==> src/rtl/square_channel_gen.sv <==
// Square-wave sound channel: frequency timer, duty sequencer, length counter,
// volume envelope and optional frequency sweep, all clocked by system_clock.
// Frame-rate events come from an internal 3-bit step counter advanced by the
// 512 Hz frame_tick strobe.
module square_channel_gen #(
  parameter int OUT_W     = 24,
  parameter int VOL_SHIFT = 16,
  parameter int SWEEP_EN  = 1,
  parameter int PRESCALE  = 16
) (
  input  logic                    system_clock,
  input  logic                    reset,
  input  logic                    frame_tick,
  input  logic [7:0]              NRx0,
  input  logic [7:0]              NRx1,
  input  logic [7:0]              NRx2,
  input  logic [7:0]              NRx3,
  input  logic [7:0]              NRx4,
  input  logic                    trigger,
  input  logic                    length_load,
  output logic signed [OUT_W-1:0] output_wave,
  output logic                    channel_on
);

  // Wide enough to hold the longest reload, 2048 * PRESCALE.
  localparam int TIMER_W = $clog2(2048 * PRESCALE + 1);

  // Reload value of the frequency timer for an 11-bit frequency code.
  function automatic logic [TIMER_W-1:0] reload_of(input logic [10:0] f);
    logic [11:0] units;
    units = 12'd2048 - {1'b0, f};
    return TIMER_W'(units) * TIMER_W'(PRESCALE);
  endfunction

  // One sweep step; bit 11 of the result flags an overflow past 2047.
  function automatic logic [11:0] sweep_calc(input logic [10:0] base,
                                             input logic        neg,
                                             input logic [2:0]  sh);
    logic [11:0] delta;
    delta = {1'b0, base >> sh};
    return neg ? ({1'b0, base} - delta) : ({1'b0, base} + delta);
  endfunction

  logic [2:0]               step_reg, step_next;
  logic [TIMER_W-1:0]       timer_reg, timer_next;
  logic [2:0]               duty_pos_reg, duty_pos_next;
  logic [6:0]               length_reg, length_next;
  logic [3:0]               vol_reg, vol_next;
  logic [2:0]               env_timer_reg, env_timer_next;
  logic [10:0]              shadow_reg, shadow_next;
  logic [3:0]               sweep_timer_reg, sweep_timer_next;
  logic                     sweep_en_reg, sweep_en_next;
  logic                     channel_on_reg, channel_on_next;
  logic signed [OUT_W-1:0]  output_wave_reg, output_wave_next;

  logic [10:0]              freq;
  logic [10:0]              timer_f;
  logic [2:0]               sw_period;
  logic [2:0]               sw_shift;
  logic                     sw_neg;
  logic [2:0]               env_period;
  logic                     env_up;
  logic                     dac_on;
  logic                     seq_tick;
  logic                     len_clk;
  logic                     sweep_clk;
  logic                     env_clk;
  logic                     len_expire;
  logic                     sweep_ovf;
  logic [11:0]              sweep_new;
  logic [11:0]              sweep_chk;
  logic [7:0]               pattern;
  logic                     duty_bit;
  logic signed [OUT_W-1:0]  magnitude;
  logic                     unused_bits;

  assign freq       = {NRx4[2:0], NRx3};
  assign sw_period  = NRx0[6:4];
  assign sw_neg     = NRx0[3];
  assign sw_shift   = NRx0[2:0];
  assign env_period = NRx2[2:0];
  assign env_up     = NRx2[3];
  assign dac_on     = (NRx2[7:3] != 5'd0);
  assign timer_f    = (SWEEP_EN != 0) ? shadow_reg : freq;
  assign unused_bits = ^{NRx4[7], NRx4[5:3], NRx0[7]};

  // A trigger in the same cycle as frame_tick suppresses all frame clocks.
  assign seq_tick  = frame_tick && !trigger;
  assign len_clk   = seq_tick && !step_reg[0];
  assign sweep_clk = seq_tick && (step_reg[1:0] == 2'b10);
  assign env_clk   = seq_tick && (step_reg == 3'd7);

  // Next-state logic for every counter and the registered sample.
  always_comb begin
    step_next        = step_reg + {2'b00, frame_tick};
    timer_next       = timer_reg;
    duty_pos_next    = duty_pos_reg;
    length_next      = length_reg;
    vol_next         = vol_reg;
    env_timer_next   = env_timer_reg;
    shadow_next      = shadow_reg;
    sweep_timer_next = sweep_timer_reg;
    sweep_en_next    = sweep_en_reg;
    channel_on_next  = channel_on_reg;
    output_wave_next = '0;
    len_expire       = 1'b0;
    sweep_ovf        = 1'b0;
    sweep_new        = '0;
    sweep_chk        = '0;
    pattern          = 8'b01111110;
    duty_bit         = 1'b0;
    magnitude        = '0;

    // Frequency timer; on trigger the shadow is being loaded with freq.
    if (trigger) begin
      timer_next    = reload_of(freq);
      duty_pos_next = 3'd0;
    end else if (timer_reg == TIMER_W'(1)) begin
      timer_next    = reload_of(timer_f);
      duty_pos_next = duty_pos_reg + 3'd1;
    end else if (timer_reg != '0) begin
      timer_next = timer_reg - TIMER_W'(1);
    end

    // Length counter: a length write lands first, then the trigger rule.
    if (length_load) begin
      length_next = 7'd64 - {1'b0, NRx1[5:0]};
    end
    if (trigger) begin
      if (length_next == 7'd0) begin
        length_next = 7'd64;
      end
    end else if (len_clk && NRx4[6] && (length_next != 7'd0)) begin
      length_next = length_next - 7'd1;
      if (length_next == 7'd0) begin
        len_expire = 1'b1;
      end
    end

    // Volume envelope, saturating at 0 and 15; period 0 freezes volume.
    if (trigger) begin
      vol_next       = NRx2[7:4];
      env_timer_next = env_period;
    end else if (env_clk && (env_period != 3'd0)) begin
      if (env_timer_reg <= 3'd1) begin
        env_timer_next = env_period;
        if (env_up && (vol_reg != 4'd15)) begin
          vol_next = vol_reg + 4'd1;
        end else if (!env_up && (vol_reg != 4'd0)) begin
          vol_next = vol_reg - 4'd1;
        end
      end else begin
        env_timer_next = env_timer_reg - 3'd1;
      end
    end

    // Frequency sweep on the shadow register; a sweep period of 0 counts as 8.
    if (SWEEP_EN != 0) begin
      if (trigger) begin
        shadow_next      = freq;
        sweep_timer_next = (sw_period == 3'd0) ? 4'd8 : {1'b0, sw_period};
        sweep_en_next    = (sw_period != 3'd0) || (sw_shift != 3'd0);
        if (sw_shift != 3'd0) begin
          sweep_chk = sweep_calc(freq, sw_neg, sw_shift);
          sweep_ovf = sweep_chk[11];
        end
      end else if (sweep_clk) begin
        if (sweep_timer_reg <= 4'd1) begin
          sweep_timer_next = (sw_period == 3'd0) ? 4'd8 : {1'b0, sw_period};
          if (sweep_en_reg && (sw_period != 3'd0)) begin
            sweep_new = sweep_calc(shadow_reg, sw_neg, sw_shift);
            if (sweep_new[11]) begin
              sweep_ovf = 1'b1;
            end else if (sw_shift != 3'd0) begin
              shadow_next = sweep_new[10:0];
              sweep_chk   = sweep_calc(sweep_new[10:0], sw_neg, sw_shift);
              sweep_ovf   = sweep_chk[11];
            end
          end
        end else begin
          sweep_timer_next = sweep_timer_reg - 4'd1;
        end
      end
    end

    // Channel status: trigger beats length expiry; overflow and DAC-off beat all.
    if (trigger) begin
      channel_on_next = dac_on;
    end else if (len_expire) begin
      channel_on_next = 1'b0;
    end
    if (sweep_ovf || !dac_on) begin
      channel_on_next = 1'b0;
    end

    // Output sample from the current (registered) state.
    case (NRx1[7:6])
      2'b00:   pattern = 8'b00000001;
      2'b01:   pattern = 8'b10000001;
      2'b10:   pattern = 8'b10000111;
      default: pattern = 8'b01111110;
    endcase
    duty_bit  = pattern[duty_pos_reg];
    magnitude = OUT_W'(vol_reg) << VOL_SHIFT;
    if (channel_on_reg) begin
      output_wave_next = duty_bit ? magnitude : -magnitude;
    end
  end

  // State registers with synchronous reset.
  always_ff @(posedge system_clock) begin
    if (reset) begin
      step_reg        <= '0;
      timer_reg       <= '0;
      duty_pos_reg    <= '0;
      length_reg      <= '0;
      vol_reg         <= '0;
      env_timer_reg   <= '0;
      shadow_reg      <= '0;
      sweep_timer_reg <= '0;
      sweep_en_reg    <= 1'b0;
      channel_on_reg  <= 1'b0;
      output_wave_reg <= '0;
    end else begin
      step_reg        <= step_next;
      timer_reg       <= timer_next;
      duty_pos_reg    <= duty_pos_next;
      length_reg      <= length_next;
      vol_reg         <= vol_next;
      env_timer_reg   <= env_timer_next;
      shadow_reg      <= shadow_next;
      sweep_timer_reg <= sweep_timer_next;
      sweep_en_reg    <= sweep_en_next;
      channel_on_reg  <= channel_on_next;
      output_wave_reg <= output_wave_next;
    end
  end

  assign output_wave = output_wave_reg;
  assign channel_on  = channel_on_reg;

endmodule

==> config.mk <==
export PLATFORM = sky130hd
export DESIGN_NAME = square_channel_gen
export DESIGN_NICKNAME = d
export VERILOG_FILES = /design/src/rtl/square_channel_gen.sv
export SDC_FILE = /design/constraint.sdc
export NUM_CORES = 1
export LEC_CHECK = 0
export ABC_CLOCK_PERIOD_IN_PS = 17140
export BUFFER_PORTS_ARGS = -buffer_cell sky130_fd_sc_hd__buf_4
export CAP_MARGIN = 20
export CELL_PAD_IN_SITES_DETAIL_PLACEMENT = 0
export CELL_PAD_IN_SITES_GLOBAL_PLACEMENT = 1
export CORE_MARGIN = 10
export CORE_UTILIZATION = 49
export CTS_CLUSTER_SIZE = 30
export DETAILED_ROUTE_END_ITERATION = 8
export HOLD_SLACK_MARGIN = 0.15
export PLACE_DENSITY_LB_ADDON = 0.1
export SETUP_SLACK_MARGIN = 0.4
export SLEW_MARGIN = 5
export SYNTH_ARGS = -nofsm -noshare
export SYNTH_HDL_FRONTEND = slang
export SYNTH_SLANG_ARGS = --single-unit
==> constraint.sdc <==
create_clock -name system_clock -period 17.14 [get_ports system_clock]
set_input_delay 2.571 -clock system_clock [delete_from_list [all_inputs] [get_ports system_clock]]
set_output_delay 2.571 -clock system_clock [all_outputs]
set_load 0.05 [all_outputs]
# Word level (Yosys, flattened, before mapping)

Cells that the tools add are included.

Output and inout port bits: 25
Word-level logic and storage cells: 132
Input bits: 45
Register bits: 77

Bitwise gates (word level): 1
$lt $le $gt $ge: 3
Reductions and logical operators: 43
Shifts and indexed selects: 3
Equality and inequality tests: 7
Add/sub/neg operators: 18
Muxes and demuxes: 44

Operator list:

| cell                   | number |
|---|---|
| $mux 11                | 6 |
| $mux 16                | 3 |
| $add 11x11->12         | 3 |
| $mux 12                | 3 |
| $mux 4                 | 9 |
| $sub 11x11->12         | 3 |
| $shr 11x3->11          | 3 |
| $mux 7                 | 4 |
| $neg 20->24            | 1 |
| $pmux 8 s3             | 1 |
| $sub 12x11->12 const A | 2 |
| $mux 20                | 1 |
| $eq 16x1->1 const B    | 1 |
| $reduce_bool 16->1     | 1 |
| $sub 16x1->16 const B  | 1 |
| $reduce_bool 3->1      | 5 |
| $logic_not 7->1        | 2 |
| $reduce_bool 2->1      | 7 |
| $mux 1                 | 13 |
| $logic_and 1x1->1      | 10 |
| $mux 3                 | 3 |
| $sub 4x1->4 const B    | 2 |
| $reduce_bool 7->1      | 1 |
| $sub 7x1->7 const B    | 1 |
| other kinds (25)       | 33 |

# Longest topological paths before layout

Depth in word-level cells: 14
Mapped depth: 36

# Worst setup path before layout

OpenSTA, ideal clock, no wires.

Path kind: input port to flip-flop
From: input port NRx0[1]
To: register channel_on_reg, in the netlist channel_on
Path buffers: 2
Stages: 32
Arrival: 8,437 ps
Setup slack: 8,576 ps
Data required time: 17,013 ps
Path through: buf_2 buf_2 mux4_2 mux2i_1 and2_1 and4_1 nand2_1 inv_1 a21oi_1 o32a_1 ha_1 nor2b_1 a22oi_1 o21ai_1 nor2_1 o32a_1 and2_1 ha_1 or3b_2 nor4_2 nor2_1 xor2_1 ha_1 nand2_1 nor2_1 nand3_1 o211ai_1 a21oi_1 a221o_1 nor3_2 nand3_1 nor4b_2

Cells in the longest elaborated chain, start to end: 14

Ends and longest elaborated chain:

| what                                                    | RTL line | text |
|---|---|---|
| start: declaration                                      | 14       | `input logic [7:0] NRx0,` |
| $shr 11x3->11                                           | 40       | `delta = {1'b0, base >> sh};` |
| $add 11x11->12 / $sub 11x11->12 (equally long branches) | 41       | `return neg ? ({1'b0, base} - delta) : ({1'b0, base} + delta);` |
| $mux 12                                                 | 41       |  |
| $shr 11x3->11                                           | 40       |  |
| $add 11x11->12 / $sub 11x11->12 (equally long branches) | 41       |  |
| $mux 12                                                 | 41       |  |
| $mux 1                                                  | 174      | `end else if (sw_shift != 3'd0) begin` |
| $mux 1                                                  | 172      | `if (sweep_new[11]) begin` |
| $mux 1                                                  | 170      | `if (sweep_en_reg && (sw_period != 3'd0)) begin` |
| $mux 1                                                  | 168      | `if (sweep_timer_reg <= 4'd1) begin` |
| $mux 1                                                  | 167      | `end else if (sweep_clk) begin` |
| $mux 1 (*)                                              | 159      | `if (trigger) begin` |
| $logic_or 1x1->1 (*)                                    | 192      | `if (sweep_ovf \|\| !dac_on) begin` |
| $reduce_or 2->1 (no source line) (*)                    | n/a      |  |
| end signal: assignment                                  | 234      | `channel_on_reg <= channel_on_next;` |
| end: declaration                                        | 53       | `logic channel_on_reg, channel_on_next;` |

Mark *: on every way between the ends. The rest lies on a longest branch, timed or not.
A chain may end at the register's enable or synchronous reset.

# Final worst setup path

From: input port NRx0[0]
To: register channel_on_reg, in the netlist channel_on

The elaborated chain is that of the path after synthesis.

==> out/metrics.cfg <==
[outcome]
status = finished clean

[final_layout]
fillers = 1353
nets = 1011
layout-drive-gt1-share_pct = 12.2
diodes = 0
syn_to_final_growth_pct = 8.88
final_area_um2 = 7600
final_cell_mix = nor2_1, dfxtp_1, nand2_1, ha_1, a21oi_1
final_common_cell = nor2_1
largest_reg_flops = 16

[cts]
cts_tree = built
insertion_delay_ns = 0.34
path_clk_slew_ns = 0.05
cts_buffers = 9
cts_root_buf = clkbuf_16
ctsResizeCount = 0
cts_buffer_depth = 2
holdBufCountCts = 0
htree_levels = 3
post_cts_buffers = 0
clock-sinks = 60

[place]
place_congestion = 0.924
dp_slack_ns = 7.22
dpl-instance-area_um2 = 7290
place_hpwl_um = 14600
port_buffers = 48

[synth]
synth_edf_count = 0
synthXorXnorAreaFrac_pct = 9.15
syn_inst = 899
seq_area_frac_synth_pct = 17.2
synth-compound-area-share_pct = 22.9
synth_simple_gate_area_share_pct = 22.9
yosys_warnings = 0
synthMuxAreaShare_pct = 10.5
ys_types = 88
synth_area_um2 = 6980
ys_seq_elements = 60
synth_fa_ha_area_share_pct = 10.6
async_flop_share_pct = 0
synth_top_family_by_area = simple AND/OR/NAND/NOR gates
yosys_most_used_dff = dfxtp_1
synth_area_per_cell_um2 = 7.76

[power_and_ir_drop]
swShare_pct = 40.6
p_seq_share_pct = 23.8
power_switching_mw = 0.280
pwr-share-clk_pct = 26.3
intPower_mw = 0.410
pwr_density_cell_nw_per_um2 = 90.8
leakage_nw = 3.16
irDropWorstVdd_mv = 0.0500
power.total_mw = 0.690
pwr-share-comb_pct = 50.0

[detailed_routing]
post_drt_wl_per_cell_um = 17.9
routed_via_density = 6.02
ant_nets = 0
drc = 0
vias = 6578
dr.pass1.iters = 5
wirelength_um = 19500
detail_route.iter0.violations = 440

[sta]
fmax_mhz = 104
fin_crit_sh_pct = 56.4
grt_setup_unrepaired = no
worstMarginPinSlew_ns = 0.826
tns_ns = 0
fin_worst_skew_ns = 0.00958
final.min_clock_period_ns = 9.66
setup_slack_ns = 7.48
slew_viol_final = 0
setup_viol = 0
finalHoldViolations = 0
relSlewSlack_pct = 44.6

[global_routing]
grt_pass1_vias = 6394
grtUsageTotal_pct = 19.4
grt_pass1_wl_um = 31900
grt_antenna_before_repair = 0
grt-ovfl-total = 0
grt_max_degree = 57

[flow_run]
drv_cap = 0

[worst_hold_path]
hold_path.class = reg -> reg

[floorplan]
placementRows = 43
start_util_pct = 50.1
coreArea_um2 = 13900
top_level_ports = 70
die-area_um2 = 19400
fp.dieW_um = 139
fp.dieH_um = 139

[critical_path]
critPathKind = in -> reg
cp_slowest_cell = or4_1
endpoint_kind = register
arrival_ns = 9.88
cp.required_ns = 17.36
crit_fanout = 41
crit_path_max_incr_delay_ns = 0.68
start_kind = input pin

power groups by stage:
stage	Sequential, mW	Combinational, mW	Clock, mW
floorplan	0.164	0.266	0
global route	0.166	0.381	0.190
finish	0.164	0.345	0.181
global placement	0.166	0.333	0
detailed placement	0.167	0.340	0
CTS	0.164	0.342	0.184
Yosys cell counts (all sizes together) (30+ instances only):
master / number / share of area (%)
dfxtp: 60 / 17
nor2: 120 / 6.6
inv: 33 / 1.8
xnor2: 30 / 3.8
a21oi: 56 / 4.1
buf: 31 / 2.8
a211oi: 30 / 3.3
ha: 55 / 9.9
mux2i: 44 / 6.3
o21ai: 36 / 2.6
xor2: 42 / 5.4
nand2: 59 / 3.2
clkbuf: 34 / 1.8
cell families (layout without fill, tap and decap cells):
family / after synthesis / after routing
AND/OR/NAND/NOR: 317 / 317
AO/OA/AOI/OAI: 230 / 230
buffers and inverters: 100 / 98
XOR/XNOR: 72 / 72
multiplexers: 61 / 61
flip-flops: 60 / 60
adder cells (fa/ha/maj): 58 / 58
other: 1 / 16
stage by stage:
step / hold WS, ns / utilization (%) / instances
6_report: 0.454 / 54.5 / 1092
5_1_grt: 0.505 / 54.5 / 1092
4_1_cts: 0.456 / 54.4 / 1091
3_5_place_dp: 0.449 / 52.3 / 1077
3_3_place_gp: 0.441 / 52.3 / 1077
2_1_floorplan: 0.432 / - / 914
metal layers:
| metal | global-route usage [%] | vias up | share of wire [%] |
|---|---|---|---|
| met4 | 6.75 | 0 | 2.0 |
| met3 | 2.76 | 24 | 4.0 |
| met1 | 24.8 | 3119 | 47 |
| li1 | - | 3286 | - |
| met5 | 0 | - | 0 |
| met2 | 32.4 | 149 | 47 |
layout make-up:
type                            count  area [um^2]  share of cell area [%]
Sequential cell                    60         1200                    15.8
Inverter                           35          145                    1.91
Clock buffer                       12          256                    3.38
Timing Repair Buffer               49          372                    4.89
Clock inverter                      2         35.0                   0.461
Tap cell                          180          225                    2.96
Multi-Input combinational cell    754         5360                    70.6
final timing paths:
path | start | end | slack (ns) | depth (start not counted)
worst min register to register | env_timer_reg[1] | env_timer_reg[1] | 0.45 | 2
worst max-delay path | NRx0[0] | channel_on | 7.48 | 30
worst min-delay path | env_timer_reg[1] | env_timer_reg[1] | 0.45 | 2
worst max register to register | shadow_reg[3] | channel_on | 10.15 | 28
critical path, delay by kind of cell:
family | cells | cell delay, ns
buffers and inverters | 3 | 1.20
adders and majority gates | 3 | 0.88
muxes | 2 | 0.56
AOI/OAI and AO/OA | 7 | 1.36
and+or+nand+nor | 14 | 3.08
xor gates and xnor gates | 1 | 0.18
Note: power is estimated with default switching activity, not from simulation.
